## src/rtl/i2c_txn_arbiter.sv

```systemverilog
// Round-robin arbiter sharing one I2C master transaction engine among NUM_REQ clients.
// Define I2C_ARB_TIMEOUT_EN to add a WAIT-state watchdog of TIMEOUT_CYCLES clocks.
module i2c_txn_arbiter #(
    parameter int NUM_REQ        = 4,
    parameter int ADDR_LEN       = 7,
    parameter int DATA_LEN       = 8,
    parameter int MAX_RETRY      = 2,
    parameter int GAP_CYCLES     = 16,
    parameter int TIMEOUT_CYCLES = 4096
) (
    input  logic                         clk,
    input  logic                         rst,
    input  logic [NUM_REQ-1:0]           req,
    input  logic [NUM_REQ-1:0]           req_rw,
    input  logic [NUM_REQ*ADDR_LEN-1:0]  req_addr,
    input  logic [NUM_REQ*DATA_LEN-1:0]  req_wdata1,
    input  logic [NUM_REQ*DATA_LEN-1:0]  req_wdata2,
    output logic [NUM_REQ-1:0]           grant,
    output logic [NUM_REQ-1:0]           rsp_valid,
    output logic                         rsp_err,
    output logic [DATA_LEN-1:0]          rsp_rdata1,
    output logic [DATA_LEN-1:0]          rsp_rdata2,
    output logic                         m_start,
    output logic                         m_rw,
    output logic [ADDR_LEN-1:0]          m_addr,
    output logic [DATA_LEN-1:0]          m_wdata1,
    output logic [DATA_LEN-1:0]          m_wdata2,
    input  logic                         m_busy,
    input  logic                         m_done,
    input  logic                         m_nack,
    input  logic [DATA_LEN-1:0]          m_rdata1,
    input  logic [DATA_LEN-1:0]          m_rdata2
);

    localparam int PW = $clog2(NUM_REQ);
    localparam int RW = (MAX_RETRY > 0) ? $clog2(MAX_RETRY + 1) : 1;
    localparam int GW = $clog2(GAP_CYCLES + 1);

    if (NUM_REQ < 2 || GAP_CYCLES < 1 || TIMEOUT_CYCLES < 1) begin : g_param_check
        $error("i2c_txn_arbiter: illegal parameter value");
    end

    typedef enum logic [2:0] {IDLE, ISSUE, WAIT, GAP, RESP} state_t;

    state_t         state;
    state_t         state_n;
    logic [PW-1:0]  rr_ptr;
    logic [PW-1:0]  owner;
    logic [PW-1:0]  pick_idx;
    logic           pick_found;
    logic [RW-1:0]  retry_cnt;
    logic [GW-1:0]  gap_cnt;
    logic           retry_ok;
    logic           gap_last;
    logic           to_hit;

    assign retry_ok = int'(retry_cnt) < MAX_RETRY;
    assign gap_last = gap_cnt == GW'(GAP_CYCLES - 1);

`ifdef I2C_ARB_TIMEOUT_EN
    localparam int TW = $clog2(TIMEOUT_CYCLES + 1);
    logic [TW-1:0] to_cnt;

    // Cleared everywhere outside WAIT so each WAIT entry starts from zero.
    always_ff @(posedge clk or posedge rst) begin
        if (rst)
            to_cnt <= '0;
        else if (state != WAIT)
            to_cnt <= '0;
        else
            to_cnt <= to_cnt + 1'b1;
    end

    assign to_hit = to_cnt == TW'(TIMEOUT_CYCLES);
`else
    assign to_hit = 1'b0;
`endif

    // First requester at or above rr_ptr, wrapping around.
    always_comb begin
        pick_idx   = '0;
        pick_found = 1'b0;
        for (int i = 0; i < NUM_REQ; i++) begin
            if (!pick_found && req[(int'(rr_ptr) + i) % NUM_REQ]) begin
                pick_found = 1'b1;
                pick_idx   = PW'((int'(rr_ptr) + i) % NUM_REQ);
            end
        end
    end

    always_ff @(posedge clk or posedge rst) begin
        if (rst)
            state <= IDLE;
        else
            state <= state_n;
    end

    always_comb begin
        state_n = state;
        unique case (state)
            IDLE:  if (pick_found) state_n = ISSUE;
            ISSUE: if (!m_busy) state_n = WAIT;
            WAIT: begin
                if (m_done)
                    state_n = (m_nack && retry_ok) ? GAP : RESP;
                else if (to_hit)
                    state_n = RESP;
            end
            GAP:   if (gap_last) state_n = ISSUE;
            RESP:  state_n = IDLE;
            default: state_n = IDLE;
        endcase
    end

    always_comb begin
        m_start   = 1'b0;
        rsp_valid = '0;
        unique case (state)
            ISSUE:   m_start = !m_busy;
            RESP:    rsp_valid = grant;
            default: ;
        endcase
    end

    always_ff @(posedge clk or posedge rst) begin
        if (rst) begin
            rr_ptr     <= '0;
            owner      <= '0;
            grant      <= '0;
            retry_cnt  <= '0;
            gap_cnt    <= '0;
            rsp_err    <= 1'b0;
            rsp_rdata1 <= '0;
            rsp_rdata2 <= '0;
            m_rw       <= 1'b0;
            m_addr     <= '0;
            m_wdata1   <= '0;
            m_wdata2   <= '0;
        end else begin
            gap_cnt <= (state == GAP) ? gap_cnt + 1'b1 : '0;
            unique case (state)
                IDLE: begin
                    if (pick_found) begin
                        owner     <= pick_idx;
                        grant     <= NUM_REQ'(1) << pick_idx;
                        retry_cnt <= '0;
                        m_rw      <= req_rw[pick_idx];
                        m_addr    <= req_addr[pick_idx*ADDR_LEN +: ADDR_LEN];
                        m_wdata1  <= req_wdata1[pick_idx*DATA_LEN +: DATA_LEN];
                        m_wdata2  <= req_wdata2[pick_idx*DATA_LEN +: DATA_LEN];
                    end
                end
                WAIT: begin
                    if (m_done) begin
                        if (m_nack && retry_ok) begin
                            retry_cnt <= retry_cnt + 1'b1;
                        end else begin
                            rsp_err    <= m_nack;
                            rsp_rdata1 <= m_rdata1;
                            rsp_rdata2 <= m_rdata2;
                        end
                    end else if (to_hit) begin
                        rsp_err    <= 1'b1;
                        rsp_rdata1 <= '0;
                        rsp_rdata2 <= '0;
                    end
                end
                RESP: begin
                    grant  <= '0;
                    rr_ptr <= (owner == PW'(NUM_REQ - 1)) ? '0 : owner + 1'b1;
                end
                default: ;
            endcase
        end
    end

endmodule

```

## config.mk

```make
export PLATFORM = sky130hd
export DESIGN_NAME = i2c_txn_arbiter
export DESIGN_NICKNAME = d
export VERILOG_FILES = /design/src/rtl/i2c_txn_arbiter.sv
export SDC_FILE = /design/constraint.sdc
export NUM_CORES = 1
export LEC_CHECK = 0
export ABC_AREA = 1
export CAP_MARGIN = 20
export CORE_AREA = 8 8 88 121
export CTS_BUF_LIST = sky130_fd_sc_hd__clkbuf_2 sky130_fd_sc_hd__clkbuf_4 sky130_fd_sc_hd__clkbuf_8
export DETAILED_ROUTE_END_ITERATION = 16
export DIE_AREA = 0 0 96 129
export MAX_ROUTING_LAYER = met4
export PLACE_DENSITY = 0.8
export SLEW_MARGIN = 10
export SYNTH_ARGS = -nofsm -noshare
export SYNTH_HDL_FRONTEND = slang
export SYNTH_SLANG_ARGS = --single-unit
export TNS_END_PERCENT = 30
```

## constraint.sdc

```tcl
create_clock -name clk -period 2.3 [get_ports clk]
set_clock_uncertainty 0.15 [all_clocks]
set_input_delay 0.46 -clock clk [delete_from_list [all_inputs] [get_ports clk]]
set_output_delay 0.46 -clock clk [all_outputs]
set_load 0.005 [all_outputs]
```

# --- After elaboration in Yosys (flattened, before gate mapping) ---
# Cells that the tools add are included.
classes:
  add_sub_neg: 6
  n_mul: 1
  order_cmp: 6
  n_eq_ne: 11
  n_shift: 4
  mux: 37
  bitwise_logic: 4
  reduce_logical: 19
op_table:
  columns: ["op", "n"]
  rows:
  - ["indexed part select 32 x 6 -> 8 bit", 2]
  - ["indexed part select 28 x 6 -> 7 bit", 1]
  - ["two-way mux 2 bit", 8]
  - ["two-way mux 3 bit", 5]
  - ["two-way mux 1 bit", 13]
  - ["< comparator 3 x 4 -> 1 bit, second input constant", 3]
  - ["one-hot mux 3 bit (4 select lines)", 1]
  - ["binary-select mux 1 bit (select 2 bit)", 5]
  - ["!= test 2 bit, second input constant", 5]
  - ["two-way mux 4 bit", 2]
  - ["one-hot mux 4 bit (2 select lines)", 1]
  - ["AND reduction 4 bit", 2]
  - ["adder 2 x 1 -> 2 bit, second input constant", 3]
  - ["equality test 3 x 2 -> 1 bit, second input constant", 2]
  - ["< comparator 2 x 3 -> 1 bit, second input constant", 2]
  - ["OR reduction 2 bit", 3]
  - ["adder 5 x 1 -> 5 bit, second input constant", 1]
  - ["equality test 5 x 4 -> 1 bit, second input constant", 1]
  - ["multiplier 2 x 3 -> 5 bit, second input constant", 1]
  - ["two-way mux 5 bit", 1]
  - ["adder 2 bit, second input constant", 2]
  - ["logical AND 1 bit", 4]
  - ["logical NOT 1 bit", 4]
  - ["one-hot mux 2 bit (2 select lines)", 1]
  - ["other kinds (11)", 15]
word_totals:
  register_bits: 59
  input_bits: 121
  output_inout_bits: 50

# --- Depth between registers and ports, before layout ---
# Gate-level depths: netlist (run 1).
depth:
  word_depth: 17
  ltp_mapped: 16
  ltp_nobuf: 15

# --- Worst setup path before layout (run 1) ---
# OpenSTA, ideal clock, no wires.
synth_timing:
  path_kind: "reg2reg"
  from: "register rr_ptr[0]"
  to: "register m_wdata1[5]"
  setup_time_ns: 0.117
  arrival_time_ns: 1.649
  slack_ns: 0.384
  stages_incl_launch_ff: 14
  n_path_buf: 2
  period_less_slack_ns: 1.916
  cell_sequence: "dfrtp_1 -> buf_4 -> nand2_1 -> nand3_2 -> nand2_2 -> o21a_1 -> nand2_1 -> nor2_4 -> inv_2 -> buf_4 -> nand2_1 -> nand2_1 -> nand2_1 -> nand2_1"
synth_via:
  elab_chain_cells: 13
  elab_cells_between_ends: 30
  classes_between: "3 x add/sub; 1 x shift; 19 x mux; 7 x reduce/logical"
synth_lines:
  columns: ["item", "line", "rtl"]
  rows:
  - ["start: declaration", "47", "logic [PW-1:0] rr_ptr;"]
  - ["start signal: assignment", "170", "rr_ptr <= (owner == PW'(NUM_REQ - 1)) ? '0 : owner + 1'b1;"]
  - ["adder 2 x 1 -> 2 bit / binary-select mux 1 bit (select 2 bit) (equally long branches)", "84, 86", null]
  - ["binary-select mux 1 bit (select 2 bit) / two-way mux 1 bit (equally long branches)", "84", "if (!pick_found && req[(int'(rr_ptr) + i) % NUM_REQ]) begin"]
  - ["two-way mux 1 bit (implied by the code)", "84", null]
  - ["two-way mux 1 bit (implied by the code) / logical NOT 1 bit (equally long branches)", "84", null]
  - ["logical AND 1 bit", "84", null]
  - ["two-way mux 1 bit", "84", null]
  - ["logical NOT 1 bit", "84", null]
  - ["logical AND 1 bit", "84", null]
  - ["two-way mux 1 bit", "84", null]
  - ["logical NOT 1 bit", "84", null]
  - ["logical AND 1 bit", "84", null]
  - ["two-way mux 2 bit / two-way mux 1 bit (equally long branches)", "84", null]
  - ["indexed part select 32 x 6 -> 8 bit / AND reduction 2 bit (equally long branches)", null, null]
  - ["end signal: assignment", "149", "m_wdata1 <= req_wdata1[pick_idx*DATA_LEN +: DATA_LEN];"]
  - ["end: declaration", "26", "output logic [DATA_LEN-1:0] m_wdata1,"]
# Parallel ways exist; a longest one is shown, timed or not. The select of a mux whose other input is x is not followed.
# A chain may end at the register's enable or synchronous reset.

# --- Worst setup path after layout (run 1) ---
layout_timing:
  from: "register rr_ptr[0]"
  to: "register m_addr[6]"
layout_via:
  elab_chain_cells: 14
  elab_cells_between_ends: 31
  classes_between: "3 x add/sub; 1 x mul; 1 x shift; 19 x mux; 7 x reduce/logical"
layout_lines:
  columns: ["item", "line", "rtl"]
  rows:
  - ["adder 2 x 1 -> 2 bit / binary-select mux 1 bit (select 2 bit) (equally long branches)", "84, 86", null]
  - ["binary-select mux 1 bit (select 2 bit) / two-way mux 1 bit (equally long branches)", "84", null]
  - ["two-way mux 1 bit (implied by the code)", "84", null]
  - ["two-way mux 1 bit (implied by the code) / logical NOT 1 bit (equally long branches)", "84", null]
  - ["logical AND 1 bit", "84", null]
  - ["two-way mux 1 bit", "84", null]
  - ["logical NOT 1 bit", "84", null]
  - ["logical AND 1 bit", "84", null]
  - ["two-way mux 1 bit", "84", null]
  - ["logical NOT 1 bit", "84", null]
  - ["logical AND 1 bit", "84", null]
  - ["two-way mux 2 bit", "84", null]
  - ["multiplier 2 x 3 -> 5 bit", "148", "m_addr <= req_addr[pick_idx*ADDR_LEN +: ADDR_LEN];"]
  - ["indexed part select 28 x 6 -> 7 bit", "148", null]
  - ["end signal: assignment", "148", null]
  - ["end: declaration", "25", "output logic [ADDR_LEN-1:0] m_addr,"]
# Parallel ways exist; a longest one is shown, timed or not. The select of a mux whose other input is x is not followed.

==> impl_metrics.csv, run 1 <==
group,metric,value,unit
power_and_ir_drop,power.switching,0.00425,W
place,post-place-cells,832,
die,start_util,0.416,
sta,period_share,1.01,
global_route,antenna_found_initial,0,
die,std_cell_rows,41,
synth,yosysWarnings,0,
die,die_x,96,µm
sta,finalMaxSlewViolations,0,
final_layout,postLayoutCellArea,6120,µm²
synth,synth_cells,564,
worst_setup_path,cp_max_fo,8,
sta,fmax,430,MHz
detailed_routing,wl_per_cell,15.9,µm
power_and_ir_drop,p_leak,3.14,nW
detailed_routing,ant_nets,0,
outcome,status,"finished, violations left",
detailed_routing,drc,0,
power_and_ir_drop,p_int,0.00490,W
final_layout,n_antenna_cell,0,
final_layout,fin_cells,864,
sta,tns,-48.6,ps
sta,setup_viol,4,
clock_tree,cts_max_level,3,
die,die_area,12400,µm²
detailed_routing,first_iter_violations,252,
detailed_routing,drtPass1Iterations,5,
synth,yosys.cell_types.count,27,
worst_setup_path,start_kind,"register",
global_route,grt_start_max_net_pins,60,
clock_tree,worstSkewPairLatency,340,ps
worst_setup_path,crit_required,2370,ps
detailed_routing,vias,4334,
worst_setup_path,critPathBufInv,3,
synth,ys_ff_latch,59,
clock_tree,cts-buffers-inserted,9,
global_route,grt_usage,0.206,
power_and_ir_drop,combPwrFrac,0.709,
clock_tree,clockBufferDepth,2,
synth,ys_seq_area_frac,0.400,
final_layout,area_growth,66.0,%
die,die_h,129,µm
power_and_ir_drop,power.density,1500,nW/µm²
worst_setup_path,crit_path_frequent_cell,"nand2_1",
global_route,grt-ovfl-total,0,
sta,relSlewSlack,0.690,
detailed_routing,wl,13700,µm
worst_setup_path,cpPeakStageDelay,490,ps
sta,worst_slack,-26.5,ps
synth,postSynthNetCount,688,
clock_tree,clock_sinks,59,
outcome,violations,"negative setup slack",
final_layout,fin_nets,876,
sta,hold_viol,0,
worst_setup_path,crit_slowest_cell,"dfrtp_2",
worst_setup_path,cp_cell_sequence,"inv_4 -> buf_4 -> nand2_1 -> nand2_1 -> nand2_2 -> nand2_2 -> nor2_4 -> nand3_4 -> nand2_8 -> nand2_8 -> buf_12 -> nand2_1 -> nand2_1 -> nand2_1 -> nand2_1 -> nand2_1 -> nand2_1",
synth,syn_avg_cell_area,6.54,µm²
power_and_ir_drop,swShare,0.465,
worst_setup_path,crit_path_end_kind,"register",
clock_tree,cts.clk_slew.worst_paths,60,ps
worst_hold_path,min_path_type,"register to register",
power_and_ir_drop,ir_worst_vdd,0.000818,V
clock_tree,tritoncts,"yes",
final_layout,drive_gt1_frac,0.132,
run,cap_violations,0,
power_and_ir_drop,seqPwrFrac,0.195,
worst_setup_path,critPathKind,"register to register",
synth,synth_area,3690,µm²
power_and_ir_drop,p_clk_frac,0.096,
worst_setup_path,cp.arrival,2390,ps
place,dp_hpwl,9500,µm
global_route,grt_pass1_vias,4242,
place,gp_congestion,0.845,
die,io_pins,171,
final_layout,fillers,748,
sta,worstMarginPinSlew,462,ps
place,dpl_cell_area,5550,µm²
sta,grt_setup_unrepaired,"yes",
worst_setup_path,cpLargestDelayFamily,"simple AND/OR/NAND/NOR gates",
sta,period_needed,2330,ps
clock_tree,cts-root-buf,"clkbuf_8",
die,coreArea,8870,µm²
place,placement.io_buffers,170,
detailed_routing,vias_per_cell,5.02,
global_route,grt_first_pass_wirelength,19600,µm
[per-layer routing]
layer	wire length, µm	GRT usage	part of all wire	up-vias
met2	6900	0.344	0.50	216
met1	5270	0.227	0.38	1956
met3	1140	0.0478	0.083	42
met4	400	0.0836	0.029	0
met5	0	-	0	-
li1	-	-	-	2120
[layout make-up]
cell class                      instances  area [µm²]  share of cell area
Clock buffer                           14         174              0.0284
Clock inverter                          2        10.0             0.00163
Inverter                               28         115              0.0188
Multi-Input combinational cell        450        2060               0.337
Sequential cell                        59        1480               0.242
Tap cell                              107         134              0.0219
Timing Repair Buffer                  204        2150               0.350
[what timing repair did]
action | 4_1_cts | 5_1_grt
resized for setup | 10 | 37
pin swaps | 0 | 11
endpoints found under the setup margin | 31 | 35
hold buffers | 0 | 0
cloned | 0 | 7
buffers inserted | 0 | 9
[flip-flops by register name, indices dropped and copies added (netlist names), 2 cells and up]
register	count
rsp_rdata1	8
gap_cnt	5
rsp_rdata2	8
grant	4
m_wdata1	8
m_wdata2	8
rr_ptr	2
retry_cnt	2
owner	2
state	3
m_addr	7
[cells by family after synthesis]
kind of cell    after synthesis  synth area share
buf+inv                      55            0.0749
compound gates               23            0.0326
fa+ha+maj                     3            0.0102
flops                        59             0.400
simple gates                424             0.482
[cell usage in the layout, fill, tap and decap left out, types with 2 or more instances in the layout]
master           Yosys  routed
nand2_4              0       3
a21oi_1              7       6
nand2_2              6       8
dfrtp_1             59      56
buf_12               0       6
clkbuf_8             0      11
nor2_4               2       2
nor3_1               4       3
dfrtp_2              0       3
buf_4                4      18
ha_1                 3       3
o21ai_0             13      12
buf_6                4       5
nand3_4              0       3
nand3_2             12      11
clkdlybuf4s50_1      0     167
dlymetal6s2s_1       0       3
nand3_1             51      49
inv_1               23      18
inv_2                4       6
clkbuf_16            0       5
nor2_1              13      10
clkbuf_4             0       3
nor2_2               2       5
nand2_1            331     324
clkinv_2             0       2
inv_4                0       2
nand2_8              0       2
[metrics by stage]
| stage | util | hold slack [ps] | setup slack (ps) | total power (W) |
|---|---|---|---|---|
| 2_1_floorplan | - | 281 | 234 | 0.00515 |
| 3_3_place_gp | 0.626 | 296 | -277 | 0.00691 |
| 3_5_place_dp | 0.626 | 310 | -391 | 0.00704 |
| 4_1_cts | 0.650 | 323 | -33.6 | 0.00799 |
| 5_1_grt | 0.690 | 334 | -175 | 0.00992 |
| 6_report | 0.690 | 318 | -26.5 | 0.00916 |
[power groups by stage]
stage | combinational, W | sequential [W] | clock (W)
floorplan | 0.00340 | 0.00175 | 0
global placement | 0.00515 | 0.00176 | 0
detailed placement | 0.00525 | 0.00178 | 0
CTS | 0.00533 | 0.00177 | 0.000885
global route | 0.00714 | 0.00183 | 0.000939
finish | 0.00650 | 0.00178 | 0.000877
[tightest hold or removal path: cells and delay by family (launching register included)]
| family | cells | cell delay [ps] |
|---|---|---|
| flops | 1 | 340 |
| simple gates | 2 | 100 |
[Yosys cell counts]
cell / n / share of area
o21ai_0: 13 / 0.018
buf_4: 4 / 0.0081
clkbuf_1: 5 / 0.0051
nand3b_1: 1 / 0.0020
nand3_2: 12 / 0.033
nand3_1: 51 / 0.069
ha_1: 3 / 0.010
buf_6: 4 / 0.012
inv_1: 23 / 0.023
o21a_1: 1 / 0.0020
nor2_2: 2 / 0.0034
clkinv_1: 1 / 0.0010
or2_2: 1 / 0.0017
nor3_1: 4 / 0.0054
a21oi_1: 7 / 0.0095
inv_2: 4 / 0.0041
nand2_1: 331 / 0.34
buf_1: 2 / 0.0020
nor4_1: 1 / 0.0017
buf_8: 1 / 0.0041
dfrtp_1: 59 / 0.40
o21ai_1: 1 / 0.0014
nand2_2: 6 / 0.010
nor2_4: 2 / 0.0061
o31ai_1: 1 / 0.0020
buf_2: 11 / 0.015
nor2_1: 13 / 0.013
[worst paths after layout]
check	from	end	slack [ps]	cells past startpoint
max in group asynchronous	rst	state[2]	1380	3
hold / removal	rsp_rdata1[1]	rsp_rdata1[1]	320	2
setup reg to reg	rr_ptr[0]	m_addr[6]	-30	17
hold reg to reg	rsp_rdata1[1]	rsp_rdata1[1]	320	2
setup / recovery	rr_ptr[0]	m_addr[6]	-30	17
min in group asynchronous	rst	rsp_rdata2[3]	350	3
No activity file was read; power rests on OpenSTA's default activity.
==> run 2, diff against run 1 <==
- CELL_PAD_IN_SITES_DETAIL_PLACEMENT: default -> 0
- CELL_PAD_IN_SITES_GLOBAL_PLACEMENT: default -> 1
- CORE_AREA: 8 8 88 121 -> 8 8 105 145
- DIE_AREA: 0 0 96 129 -> 0 0 113 153
- PLACE_DENSITY: 0.8 -> 0.81
==> run 2 against run 1 <==
  * Clock power up 8.2%
  * Highest routed layer unchanged
  * Cell count rose by 4.5%
  * The flow now finishes without violations
  * Maximum frequency increased by 1.5%
  * Combinational power is 14% lower
  * Utilization is 24 points lower
  * Total power fell by 9.3%
  * Final area down 3.4%
  * Global-route usage fell by 5.5 points
  * Sequential share of layout area increased by 0.84 points
==> impl_metrics.csv, run 2 (synthesized netlist as in run 1, its figures left out) <==
group,metric,value,unit
outcome,status,"complete, no violations",
detailed_routing,first_iter_violations,222,
final_layout,fin_nets,865,
detailed_routing,drtPass1Iterations,4,
sta,setup_viol,0,
place,gp_congestion,0.880,
worst_setup_path,critPathKind,"register to primary output",
final_layout,drive_gt1_frac,0.103,
detailed_routing,ant_nets,0,
global_route,grt_start_max_net_pins,60,
final_layout,utilization,0.450,
worst_setup_path,crit_required,1690,ps
die,io_pins,171,
worst_setup_path,start_kind,"register",
sta,fmax,436,MHz
clock_tree,hold_buffers,0,
die,die_h,153,µm
clock_tree,tritoncts,"yes",
clock_tree,worstSkewPairLatency,340,ps
detailed_routing,top_layer,"met4",
detailed_routing,wl_met2,6330,µm
die,die_area,17300,µm²
detailed_routing,wirelength_met1,5700,µm
clock_tree,cts-buffers-inserted,9,
clock_tree,clock_sinks,59,
power_and_ir_drop,power.density,1400,nW/µm²
sta,tns,0,ps
power_and_ir_drop,p_leak,3.04,nW
clock_tree,cts.clk_slew.worst_paths,70,ps
die,std_cell_rows,50,
place,dpl_cell_area,5620,µm²
detailed_routing,wl_met3,748,µm
clock_tree,cts_max_level,3,
global_route,grt-ovfl-total,0,
global_route,grt_pass1_vias,4079,
global_route,grt_first_pass_wirelength,20300,µm
sta,hold_viol,0,
global_route,grt_usage,0.150,
sta,worstMarginPinSlew,456,ps
worst_setup_path,crit_path_end_kind,"primary output",
final_layout,mostFrequentLayoutCells,"330 x nand2_1, 167 x clkdlybuf4s50_1, 56 x dfrtp_1, 50 x nand3_1, 20 x inv_1",
final_layout,postLayoutCellArea,5920,µm²
worst_hold_path,min_path_type,"register to register",
place,placement.io_buffers,170,
sta,period_needed,2290,ps
detailed_routing,wl,13100,µm
sta,period_share,0.997,
place,dp_hpwl,10200,µm
sta,finalMaxSlewViolations,0,
global_route,antenna_found_initial,1,
final_layout,final_common_cell,"nand2_1",
clock_tree,cts-root-buf,"clkbuf_8",
die,start_util,0.281,
die,die_x,113,µm
run,cap_violations,0,
sta,relSlewSlack,0.694,
detailed_routing,wl_per_cell,14.5,µm
clock_tree,clockBufferDepth,2,
detailed_routing,vias,4193,
worst_setup_path,cp.arrival,1680,ps
detailed_routing,drc,0,
power_and_ir_drop,ir_worst_vdd,0.000579,V
sta,grt_setup_unrepaired,"yes",
worst_setup_path,cp_max_fo,6,
detailed_routing,vias_per_cell,4.64,
final_layout,area_growth,60.4,%
die,coreArea,13100,µm²
## run 2: through the flow
stage	setup WS (ps)	hold WS (ps)	total power, W	std cells
detailed placement	-295	313	0.00713	883
global placement	-238	295	0.00707	883
global route	-105	348	0.00915	903
floorplan	234	281	0.00515	564
CTS	-27.5	327	0.00814	899
finish	7.14	322	0.00831	903
## run 2: critical path, stage by stage (launching register included)
cell and delay (ps):
dfrtp_2 450, nor3_2 220, inv_1 80, nor2_1 90
clkdlybuf4s50_1 510
## run 2: path summary, 6_finish.rpt
check,cells after the start,from,endpoint,slack [ps]
hold / removal,2,rsp_rdata2[7],rsp_rdata2[7],320
setup reg to reg,12,rr_ptr[0],retry_cnt[1],100
max in group asynchronous,3,rst,rr_ptr[1],1370
hold reg to reg,2,rsp_rdata2[7],rsp_rdata2[7],320
min in group asynchronous,3,rst,rsp_rdata2[2],350
setup / recovery,4,state[2],m_start,7
## run 2: cell type report
class                   count  area [µm²]
fillers                  1343        7220
multi-input cells         450        1970
repair buffers            193        1960
flip-flops and latches     59        1480
well taps                 156         195
clock buffers              11         145
inverters                  28         113
clock inverters             5        52.6
diodes                      1        2.50
## run 2: metal layers
layer / vias up / global-route usage
met3: 15 / 0.0363
li1: 2109 / -
met1: 1921 / 0.173
met5: - / -
met4: 0 / 0.0573
met2: 148 / 0.248
## run 2: power breakdown
group	total (W)	switching (W)	internal, W
clock	0.000949	0.000414	0.000536
sequential	0.00176	0.000274	0.00149
combinational	0.00560	0.00316	0.00244
total	0.00831	0.00385	0.00446
## run 2: what timing repair did
action	4_1_cts	5_1_grt
resized for setup	4	16
setup endpoints to repair	12	38
buffers inserted	0	2
gates cloned	0	1
pin swaps	0	2
